`src/rtl/quad_signal_gen_if.sv`:
```
// Control/status bundle for the quadrature signal generator.
// The master drives run commands; the slave (generator) returns channels and status.
interface quad_signal_gen_if #(
   parameter int PERIOD_W = 16,
   parameter int COUNT_W  = 16
);
   logic                Start;
   logic                Stop;
   logic                Dir;
   logic [PERIOD_W-1:0] EdgePeriod;
   logic [COUNT_W-1:0]  EdgeCount;
   logic                ChannelA;
   logic                ChannelB;
   logic                Busy;
   logic                Done;
   logic [COUNT_W-1:0]  EdgesSent;

   modport master (
      output Start, Stop, Dir, EdgePeriod, EdgeCount,
      input  ChannelA, ChannelB, Busy, Done, EdgesSent
   );

   modport slave (
      input  Start, Stop, Dir, EdgePeriod, EdgeCount,
      output ChannelA, ChannelB, Busy, Done, EdgesSent
   );
endinterface

```
`src/rtl/quad_signal_gen.sv`:
```
// Quadrature A/B waveform generator: emits edges at a latched period and direction,
// for a programmed edge count or continuously until Stop.
module quad_signal_gen #(
   parameter int PERIOD_W = 16,
   parameter int COUNT_W  = 16
) (
   input logic               clk,
   input logic               reset_n,
   quad_signal_gen_if.slave  bus_io
);

   typedef enum logic {
      IDLE = 1'b0,
      RUN  = 1'b1
   } state_e;

   // Shorter periods would let the 3-stage synchronized decoder miss edges.
   localparam logic [PERIOD_W-1:0] MIN_PERIOD = PERIOD_W'(4);

   state_e              state_q;
   logic [1:0]          phase_q;
   logic                dir_q;
   logic [PERIOD_W-1:0] period_q;
   logic [PERIOD_W-1:0] timer_q;
   logic [COUNT_W-1:0]  count_q;
   logic [COUNT_W-1:0]  edges_q;
   logic                busy_q;
   logic                done_q;

   logic [PERIOD_W-1:0] eff_period_s;
   logic [1:0]          phase_next_s;
   logic [COUNT_W-1:0]  edges_next_s;
   logic                last_edge_s;

   // One Gray step: exactly one channel toggles per call.
   function automatic logic [1:0] phase_step(input logic [1:0] ph, input logic dir);
      logic [1:0] nxt;
      if (dir == 1'b0) begin
         nxt = {ph[0], ~ph[1]};
      end else begin
         nxt = {~ph[0], ph[1]};
      end
      return nxt;
   endfunction

   // Clamped period, next phase/edge count and finite-run termination test.
   always_comb begin
      if (bus_io.EdgePeriod < MIN_PERIOD) begin
         eff_period_s = MIN_PERIOD;
      end else begin
         eff_period_s = bus_io.EdgePeriod;
      end
      phase_next_s = phase_step(phase_q, dir_q);
      edges_next_s = edges_q + COUNT_W'(1);
      last_edge_s  = (count_q != {COUNT_W{1'b0}}) && (edges_next_s == count_q);
   end

   // Run-control FSM with edge timer, phase register and status flops.
   always_ff @(posedge clk or negedge reset_n) begin
      if (!reset_n) begin
         state_q  <= IDLE;
         phase_q  <= 2'b00;
         dir_q    <= 1'b0;
         period_q <= {PERIOD_W{1'b0}};
         timer_q  <= {PERIOD_W{1'b0}};
         count_q  <= {COUNT_W{1'b0}};
         edges_q  <= {COUNT_W{1'b0}};
         busy_q   <= 1'b0;
         done_q   <= 1'b0;
      end else begin
         done_q <= 1'b0;
         case (state_q)
            IDLE: begin
               if (bus_io.Start && !bus_io.Stop) begin
                  dir_q    <= bus_io.Dir;
                  period_q <= eff_period_s;
                  count_q  <= bus_io.EdgeCount;
                  edges_q  <= {COUNT_W{1'b0}};
                  timer_q  <= eff_period_s - PERIOD_W'(1);
                  busy_q   <= 1'b1;
                  state_q  <= RUN;
               end else begin
                  busy_q <= 1'b0;
               end
            end
            RUN: begin
               // Stop wins over an expiring timer: no edge on the abort cycle.
               if (bus_io.Stop) begin
                  busy_q  <= 1'b0;
                  done_q  <= 1'b1;
                  state_q <= IDLE;
               end else if (timer_q == {PERIOD_W{1'b0}}) begin
                  phase_q <= phase_next_s;
                  edges_q <= edges_next_s;
                  timer_q <= period_q - PERIOD_W'(1);
                  if (last_edge_s) begin
                     busy_q  <= 1'b0;
                     done_q  <= 1'b1;
                     state_q <= IDLE;
                  end else begin
                     busy_q <= 1'b1;
                  end
               end else begin
                  timer_q <= timer_q - PERIOD_W'(1);
               end
            end
            default: begin
               busy_q  <= 1'b0;
               state_q <= IDLE;
            end
         endcase
      end
   end

   assign bus_io.ChannelA  = phase_q[1];
   assign bus_io.ChannelB  = phase_q[0];
   assign bus_io.Busy      = busy_q;
   assign bus_io.Done      = done_q;
   assign bus_io.EdgesSent = edges_q;

endmodule
```
`src/flat_wrapper.sv`:
```
// flat-port wrapper written by rule: the top's interface ports become plain ports
module quad_signal_gen_flat 
#(
   parameter int PERIOD_W = 16,
   parameter int COUNT_W  = 16
)
  (clk, reset_n, bus_io_Start, bus_io_Stop, bus_io_Dir, bus_io_EdgePeriod, bus_io_EdgeCount, bus_io_ChannelA, bus_io_ChannelB, bus_io_Busy, bus_io_Done, bus_io_EdgesSent);
  quad_signal_gen_if #(.PERIOD_W(PERIOD_W), .COUNT_W(COUNT_W)) bus_io_i ();
  input logic clk;
  input logic reset_n;
  input wire logic [$bits(bus_io_i.Start)-1:0] bus_io_Start;
  input wire logic [$bits(bus_io_i.Stop)-1:0] bus_io_Stop;
  input wire logic [$bits(bus_io_i.Dir)-1:0] bus_io_Dir;
  input wire logic [$bits(bus_io_i.EdgePeriod)-1:0] bus_io_EdgePeriod;
  input wire logic [$bits(bus_io_i.EdgeCount)-1:0] bus_io_EdgeCount;
  output wire logic [$bits(bus_io_i.ChannelA)-1:0] bus_io_ChannelA;
  output wire logic [$bits(bus_io_i.ChannelB)-1:0] bus_io_ChannelB;
  output wire logic [$bits(bus_io_i.Busy)-1:0] bus_io_Busy;
  output wire logic [$bits(bus_io_i.Done)-1:0] bus_io_Done;
  output wire logic [$bits(bus_io_i.EdgesSent)-1:0] bus_io_EdgesSent;
  assign bus_io_i.Start = bus_io_Start;
  assign bus_io_i.Stop = bus_io_Stop;
  assign bus_io_i.Dir = bus_io_Dir;
  assign bus_io_i.EdgePeriod = bus_io_EdgePeriod;
  assign bus_io_i.EdgeCount = bus_io_EdgeCount;
  assign bus_io_ChannelA = bus_io_i.ChannelA;
  assign bus_io_ChannelB = bus_io_i.ChannelB;
  assign bus_io_Busy = bus_io_i.Busy;
  assign bus_io_Done = bus_io_i.Done;
  assign bus_io_EdgesSent = bus_io_i.EdgesSent;
  quad_signal_gen #(.PERIOD_W(PERIOD_W), .COUNT_W(COUNT_W)) u_core (.clk(clk), .reset_n(reset_n), .bus_io(bus_io_i));
endmodule
```
`config.mk`:
```
export PLATFORM = sky130hd
export DESIGN_NAME = quad_signal_gen_flat
export DESIGN_NICKNAME = d
export VERILOG_FILES = /design/src/rtl/quad_signal_gen_if.sv /design/src/rtl/quad_signal_gen.sv /design/src/flat_wrapper.sv
export SDC_FILE = /design/constraint.sdc
export NUM_CORES = 1
export LEC_CHECK = 0
export ABC_AREA = 1
export BUFFER_PORTS_ARGS = -buffer_cell sky130_fd_sc_hd__buf_2
export CORE_UTILIZATION = 41
export DETAILED_ROUTE_END_ITERATION = 10
export PLACE_DENSITY_LB_ADDON = 0.3
export SYNTH_ARGS = -nofsm -noshare
export SYNTH_HDL_FRONTEND = slang
export SYNTH_SLANG_ARGS = --single-unit
```
`constraint.sdc`:
```
create_clock -name clk -period 2.18 [get_ports clk]
set_clock_uncertainty 0.1 [all_clocks]
set_input_delay 0.436 -clock clk [delete_from_list [all_inputs] [get_ports clk]]
set_output_delay 0.436 -clock clk [all_outputs]
set_load 0.01 [all_outputs]
```
## Word-level counts from Yosys, hierarchy flattened

Cells that the tools add are included.

| word-level totals | value |
|---|---|
| output and inout bits | 20 |
| logic and storage cells | 54 |
| bits in registers | 70 |
| bits of input ports | 37 |

| cells by class | value |
|---|---|
| order comparisons | 1 |
| add/subtract/negate cells | 4 |
| bitwise logic cells | 4 |
| muxes and demuxes | 22 |
| equality and inequality tests | 5 |
| reductions and logical operators | 9 |

Operators with widths:

| operator | number |
|---|---|
| 16-bit 2-to-1 mux | 7 |
| 16-bit case mux with 2 select lines | 2 |
| 16-bit by 1-bit subtractor with 16-bit output (second input constant) | 3 |
| 16-bit by 1-bit adder with 16-bit output (second input constant) | 1 |
| 16-bit == test | 1 |
| 16-bit logical NOT | 1 |
| 16-bit by 3-bit less-than comparator with 1-bit output (second input constant) | 1 |
| 16-bit nonzero test | 1 |
| 1-bit 2-to-1 mux | 10 |
| 3-bit AND reduction | 2 |
| 2-bit != test (second input constant) | 2 |
| 1-bit inverter | 4 |
| 1-bit case mux with 2 select lines | 2 |
| 2-bit AND reduction | 2 |
| 3-bit != test (second input constant) | 1 |
| 1-bit logical AND | 2 |
| 2-bit 2-to-1 mux | 1 |
| 2-bit by 1-bit != test with 1-bit output (second input constant) | 1 |
| 1-bit logical NOT | 1 |

## Logic depth before layout (Yosys ltp)

| logic depth | value |
|---|---|
| depth in word-level cells | 7 |
| mapped depth | 16 |
| depth with buffers taken out | 16 |

## Worst setup path before layout

No wires, ideal clock.

| timing path | value |
|---|---|
| kind | register to register |
| from | register u_core.timer_q[7] |
| to | register u_core.timer_q[14] |
| path buffers | 1 |
| library setup time | 0.117 ns |
| required time | 1.963 ns |
| clock period less this slack | 2.085 ns |
| arrival | 1.868 ns |
| setup slack | 0.095 ns |
| stages on the path, launching flop included | 16 |
| cell sequence | dfrtp_1 -> nor2_1 -> nand2_1 -> nor2_4 -> buf_4 -> nand3_2 -> nand3_2 -> and2_1 -> ha_1 -> nand2_1 -> nor2_2 -> nand2_2 -> nor2_2 -> nand3_1 -> nand3_1 -> nand2_1 |

| on the way | value |
|---|---|
| longest elaborated chain between the ends | 4 |
| elaborated cells between the ends (all ways) | 5 |
| classes of those cells | add/sub (1); mux (3); reduce/logical (1) |

Ends and longest elaborated chain:

| item | line | text |
|---|---|---|
| start, declared | quad_signal_gen.sv:24 | `logic [PERIOD_W-1:0] timer_q;` |
| start signal, assigned | quad_signal_gen.sv:65 | `timer_q <= {PERIOD_W{1'b0}};` |
| start signal, assigned | quad_signal_gen.sv:79 | `timer_q <= eff_period_s - PERIOD_W'(1);` |
| start signal, assigned | quad_signal_gen.sv:95 | `timer_q <= period_q - PERIOD_W'(1);` |
| 16-bit by 1-bit subtractor with 16-bit output or 16-bit logical NOT (tied branches) | quad_signal_gen.sv:104, quad_signal_gen.sv:92 |  |
| 16-bit 2-to-1 mux * | quad_signal_gen.sv:92 | `end else if (timer_q == {PERIOD_W{1'b0}}) begin` |
| 16-bit 2-to-1 mux * | quad_signal_gen.sv:88 | `if (bus_io.Stop) begin` |
| 16-bit case mux with 2 select lines * | quad_signal_gen.sv:72 | `case (state_q)` |

Every way passes the cells marked *; elsewhere a longest branch is shown, timed or not. The select of a mux whose other input is x is not followed.
A chain may end at the register's enable or synchronous reset.

## Worst setup path after layout

| timing path | value |
|---|---|
| from | register u_core.edges_q[0], in the netlist u_core.bus_io.EdgesSent[0] |
| to | register u_core.busy_q, in the netlist u_core.bus_io.Busy |

| on the way | value |
|---|---|
| longest elaborated chain between the ends | 7 |

Ends and longest elaborated chain:

| item | line | text |
|---|---|---|
| start, declared | quad_signal_gen.sv:26 | `logic [COUNT_W-1:0] edges_q;` |
| start signal, assigned | quad_signal_gen.sv:67 | `edges_q <= {COUNT_W{1'b0}};` |
| start signal, assigned | quad_signal_gen.sv:78 | `edges_q <= {COUNT_W{1'b0}};` |
| start signal, assigned | quad_signal_gen.sv:94 | `edges_q <= edges_next_s;` |
| 16-bit by 1-bit adder with 16-bit output | quad_signal_gen.sv:54 | `edges_next_s = edges_q + COUNT_W'(1);` |
| 16-bit == test | quad_signal_gen.sv:55 | `last_edge_s = (count_q != {COUNT_W{1'b0}}) && (edges_next_s == count_q);` |
| 1-bit logical AND | quad_signal_gen.sv:55 |  |
| 1-bit 2-to-1 mux | quad_signal_gen.sv:96 | `if (last_edge_s) begin` |
| 1-bit 2-to-1 mux | quad_signal_gen.sv:92 |  |
| 1-bit 2-to-1 mux | quad_signal_gen.sv:88 |  |
| 1-bit case mux with 2 select lines | quad_signal_gen.sv:72 |  |
| end signal, assigned | quad_signal_gen.sv:89 | `busy_q <= 1'b0;` |
| end signal, assigned | quad_signal_gen.sv:97 | `busy_q <= 1'b0;` |
| end signal, assigned | quad_signal_gen.sv:101 | `busy_q <= 1'b1;` |
| end, declared | quad_signal_gen.sv:27 | `logic busy_q;` |

No other way between the ends. The select of a mux whose other input is x is not followed.

==> flow_metrics.env <==
export IMPL_wire_per_inst_microns=13.6
export IMPL_slew_viol_final=0
export IMPL_p_clk_frac=0.232
export IMPL_p_leak_nw=2.78
export IMPL_via_per_inst=5.01
export IMPL_cp_arrival_ns=2.20
export IMPL_drtIter0Drc=255
export IMPL_finalCritPeriodShare=0.947
export IMPL_synth_common_cells="nand2_1, nor2_1, dfrtp_1, inv_1, nand3_1"
export IMPL_cts_tree="yes"
export IMPL_routed_wl_microns=12000
export IMPL_r2r_start="u_core.bus_io.EdgesSent[0]"
export IMPL_antenna_found_initial=0
export IMPL_avgSynthCellArea_sq_um=6.77
export IMPL_power_switching_mw=1.84
export IMPL_initial_core_util=0.422
export IMPL_reg2reg_to="u_core.bus_io.Busy"
export IMPL_switching_share=0.389
export IMPL_finalSetupViolations=0
export IMPL_cts_sinks=70
export IMPL_synthTopCellsByArea="dfrtp_1, nand2_1, nor2_1"
export IMPL_final_util=0.528
export IMPL_worstSetupStartpointType="flop"
export IMPL_dr_pass1_iters=5
export IMPL_async_flop_share=1.00
export IMPL_n_antenna_cell=0
export IMPL_port_buffers=56
export IMPL_grt_util_all_layers=0.224
export IMPL_area_growth_pct=25.0
export IMPL_synth_fp_nets=680
export IMPL_drive_gt1_frac=0.243
export IMPL_detailed_place_hpwl_microns=8740
export IMPL_maxCapViolCount=0
export IMPL_grt_pass1_wl_microns=19400
export IMPL_n_fill_cell=1049
export IMPL_coreArea_sq_um=10300
export IMPL_hold_viol=0
export IMPL_ios=57
export IMPL_irDropWorstVdd_mv=0.346
export IMPL_grt_pass1_vias=4147
export IMPL_critical_path_class="flop to flop"
export IMPL_clkLatencyLatePin_ns=0.37
export IMPL_yosys_area_top_type="dfrtp_1"
export IMPL_ant_nets=0
export IMPL_vias=4429
export IMPL_ys_flop_type="dfrtp_1"
export IMPL_die_area_sq_um=11000
export IMPL_endpoint_kind="flop"
export IMPL_synth_seq_cells=70
export IMPL_synth_warnings=0
export IMPL_route_detailed_drc=0
export IMPL_p_comb_frac=0.368
export IMPL_hold_path_depth=3
export IMPL_whs_endpoint="u_core.count_q[15]"
export IMPL_fmax_mhz=485
export IMPL_powerDensity_nw_per_um2=871
export IMPL_worstPathRequired_ns=2.32
export IMPL_reg2reg_depth=12
export IMPL_total_power_mw=4.72
export IMPL_place_congestion=0.926
export IMPL_synth_cell_types=35
export IMPL_netlist_instances=641
export IMPL_min_path_type="input port to flop"
export IMPL_nNetsFinal=782
export IMPL_fin_crit_ns=2.06
export IMPL_min_from="bus_io_EdgeCount[15]"
export IMPL_timing_hold_ws_ns=0.167
export IMPL_path_max_fanout=3
export IMPL_rsz0062_at_grt="yes"
export IMPL_cts_reportedPaths_clkPinSlew_ns=0.09
export IMPL_yosysMostFrequentCell="nand2_1"
export IMPL_yosysSeqAreaShare=0.404
export IMPL_status="finished, final reports clean"
export IMPL_r2r_setup_slack_ns=0.12
export IMPL_numCtsBuffers=9
export IMPL_die_y_microns=105
export IMPL_grt_max_degree=29
export IMPL_root_buffer="clkbuf_8"
export IMPL_fp_row_count=37
export IMPL_htreeDepth=3
export IMPL_p_int_mw=2.89
export IMPL_syn_cell_area_sq_um=4340
export IMPL_grt_ovfl_total=0
export IMPL_synth_top_area_frac=0.404
export IMPL_die_width_microns=105
export IMPL_synth_edf_count=0
export IMPL_relSlewSlack=0.580
export IMPL_clockBufferDepth=2
export IMPL_power_frac_seq=0.401
export IMPL_tightest_slew_ns=0.630
[state kept, by name, indices dropped and copies added, names as in the netlist]
name                     count
u_core.dir_q                 1
u_core.period_q             16
u_core.phase_q               2
u_core.count_q              16
u_core.bus_io.Busy           1
u_core.bus_io.EdgesSent     16
u_core.state_q               1
u_core.timer_q              16
u_core.bus_io.Done           1
[power by group through the flow]
stage	Combinational, mW	Clock [mW]	Sequential, mW
after floorplan	1.08	0	1.86
final	1.74	1.10	1.89
after global placement	1.50	0	1.90
after CTS	1.56	1.12	1.89
after detailed placement	1.53	0	1.91
after global routing	1.95	1.18	1.93
[kinds of logic (layout without fill, tap and decap cells)]
family / after synthesis / count (layout) / share of synthesized area
buffers and inverters: 84 / 190 / 0.0793
AOI/OAI and AO/OA: 55 / 55 / 0.0690
xor gates and xnor gates: 8 / 8 / 0.0162
and+or+nand+nor: 422 / 423 / 0.426
DFF: 70 / 70 / 0.404
adders and majority gates: 2 / 2 / 0.00577
[metrics by stage]
step,std cells,setup TNS (ns),setup slack (ns),instance area (sq um)
3_5_place_dp,857,-0.908,-0.185,5020
4_1_cts,877,0,0.00214,5260
5_1_grt,884,-0.210,-0.0903,5420
3_3_place_gp,857,-0.370,-0.107,5020
2_1_floorplan,641,0,0.0948,4340
6_report,884,0,0.117,5420
[routing by layer]
layer / up-vias / part of all wire / wire [microns] / track usage
met5: - / 0 / 0 / 0
met4: 0 / 0.024 / 286 / 0.0926
met3: 25 / 0.056 / 673 / 0.0424
met2: 134 / 0.46 / 5500 / 0.353
met1: 2050 / 0.46 / 5580 / 0.302
li1: 2220 / - / - / -
[layout by cell type (no fill, tap or decap), drive strengths merged]
cell type,instances
a21oi,6
a31oi,1
and2,1
buf,105
bufinv,1
clkbuf,10
clkinv,2
clkinvlp,2
dfrtp,70
dlygate4sd3,1
ha,2
inv,69
nand2,247
nand3,60
nand3b,3
nand4,10
nor2,97
nor3,3
o21ai,37
o21bai,1
o22ai,10
or2,2
xnor2,2
xor2,6
[critical path: stages (launching register included)]
cell and delay, ns:
dfrtp_1 0.43, ha_4 0.29, inv_2 0.03, nand2_1 0.05, nand2_1 0.05, nor2_1 0.10, nand3_1 0.10, nor2_1 0.14
nand3_1 0.12, nor2_2 0.14, nand4_1 0.12, o21bai_1 0.19, a21oi_1 0.09
[area by class of cell]
class,count,area (sq um),share of cell area
well taps,136,170,0.0314
repair buffers,106,687,0.127
flip-flops and latches,70,1750,0.323
inverters,68,255,0.0471
clock buffers,10,128,0.0235
clock inverters,6,71.3,0.0132
multi-input cells,488,2360,0.435
[worst max path at each step]
stage / start / end / cells past startpoint
after global routing: u_core.bus_io.EdgesSent[0] / u_core.bus_io.Busy / 12
after detailed placement: bus_io_EdgePeriod[7] / u_core.timer_q[14] / 15
after floorplan: u_core.timer_q[7] / u_core.timer_q[14] / 15
after CTS: u_core.timer_q[3] / u_core.timer_q[14] / 14
final: u_core.bus_io.EdgesSent[0] / u_core.bus_io.Busy / 12
after global placement: bus_io_EdgePeriod[15] / u_core.timer_q[14] / 16
[repair_timing]
item                       in CTS  in global routing
hold buffers                    1                  0
cloned                          0                  1
hold endpoints to repair       21                  0
pin swaps                       1                 15
setup buffers                   3                  7
setup endpoints to repair       3                 15
resized for setup               1                 32
(Power assumes the default switching activity.)
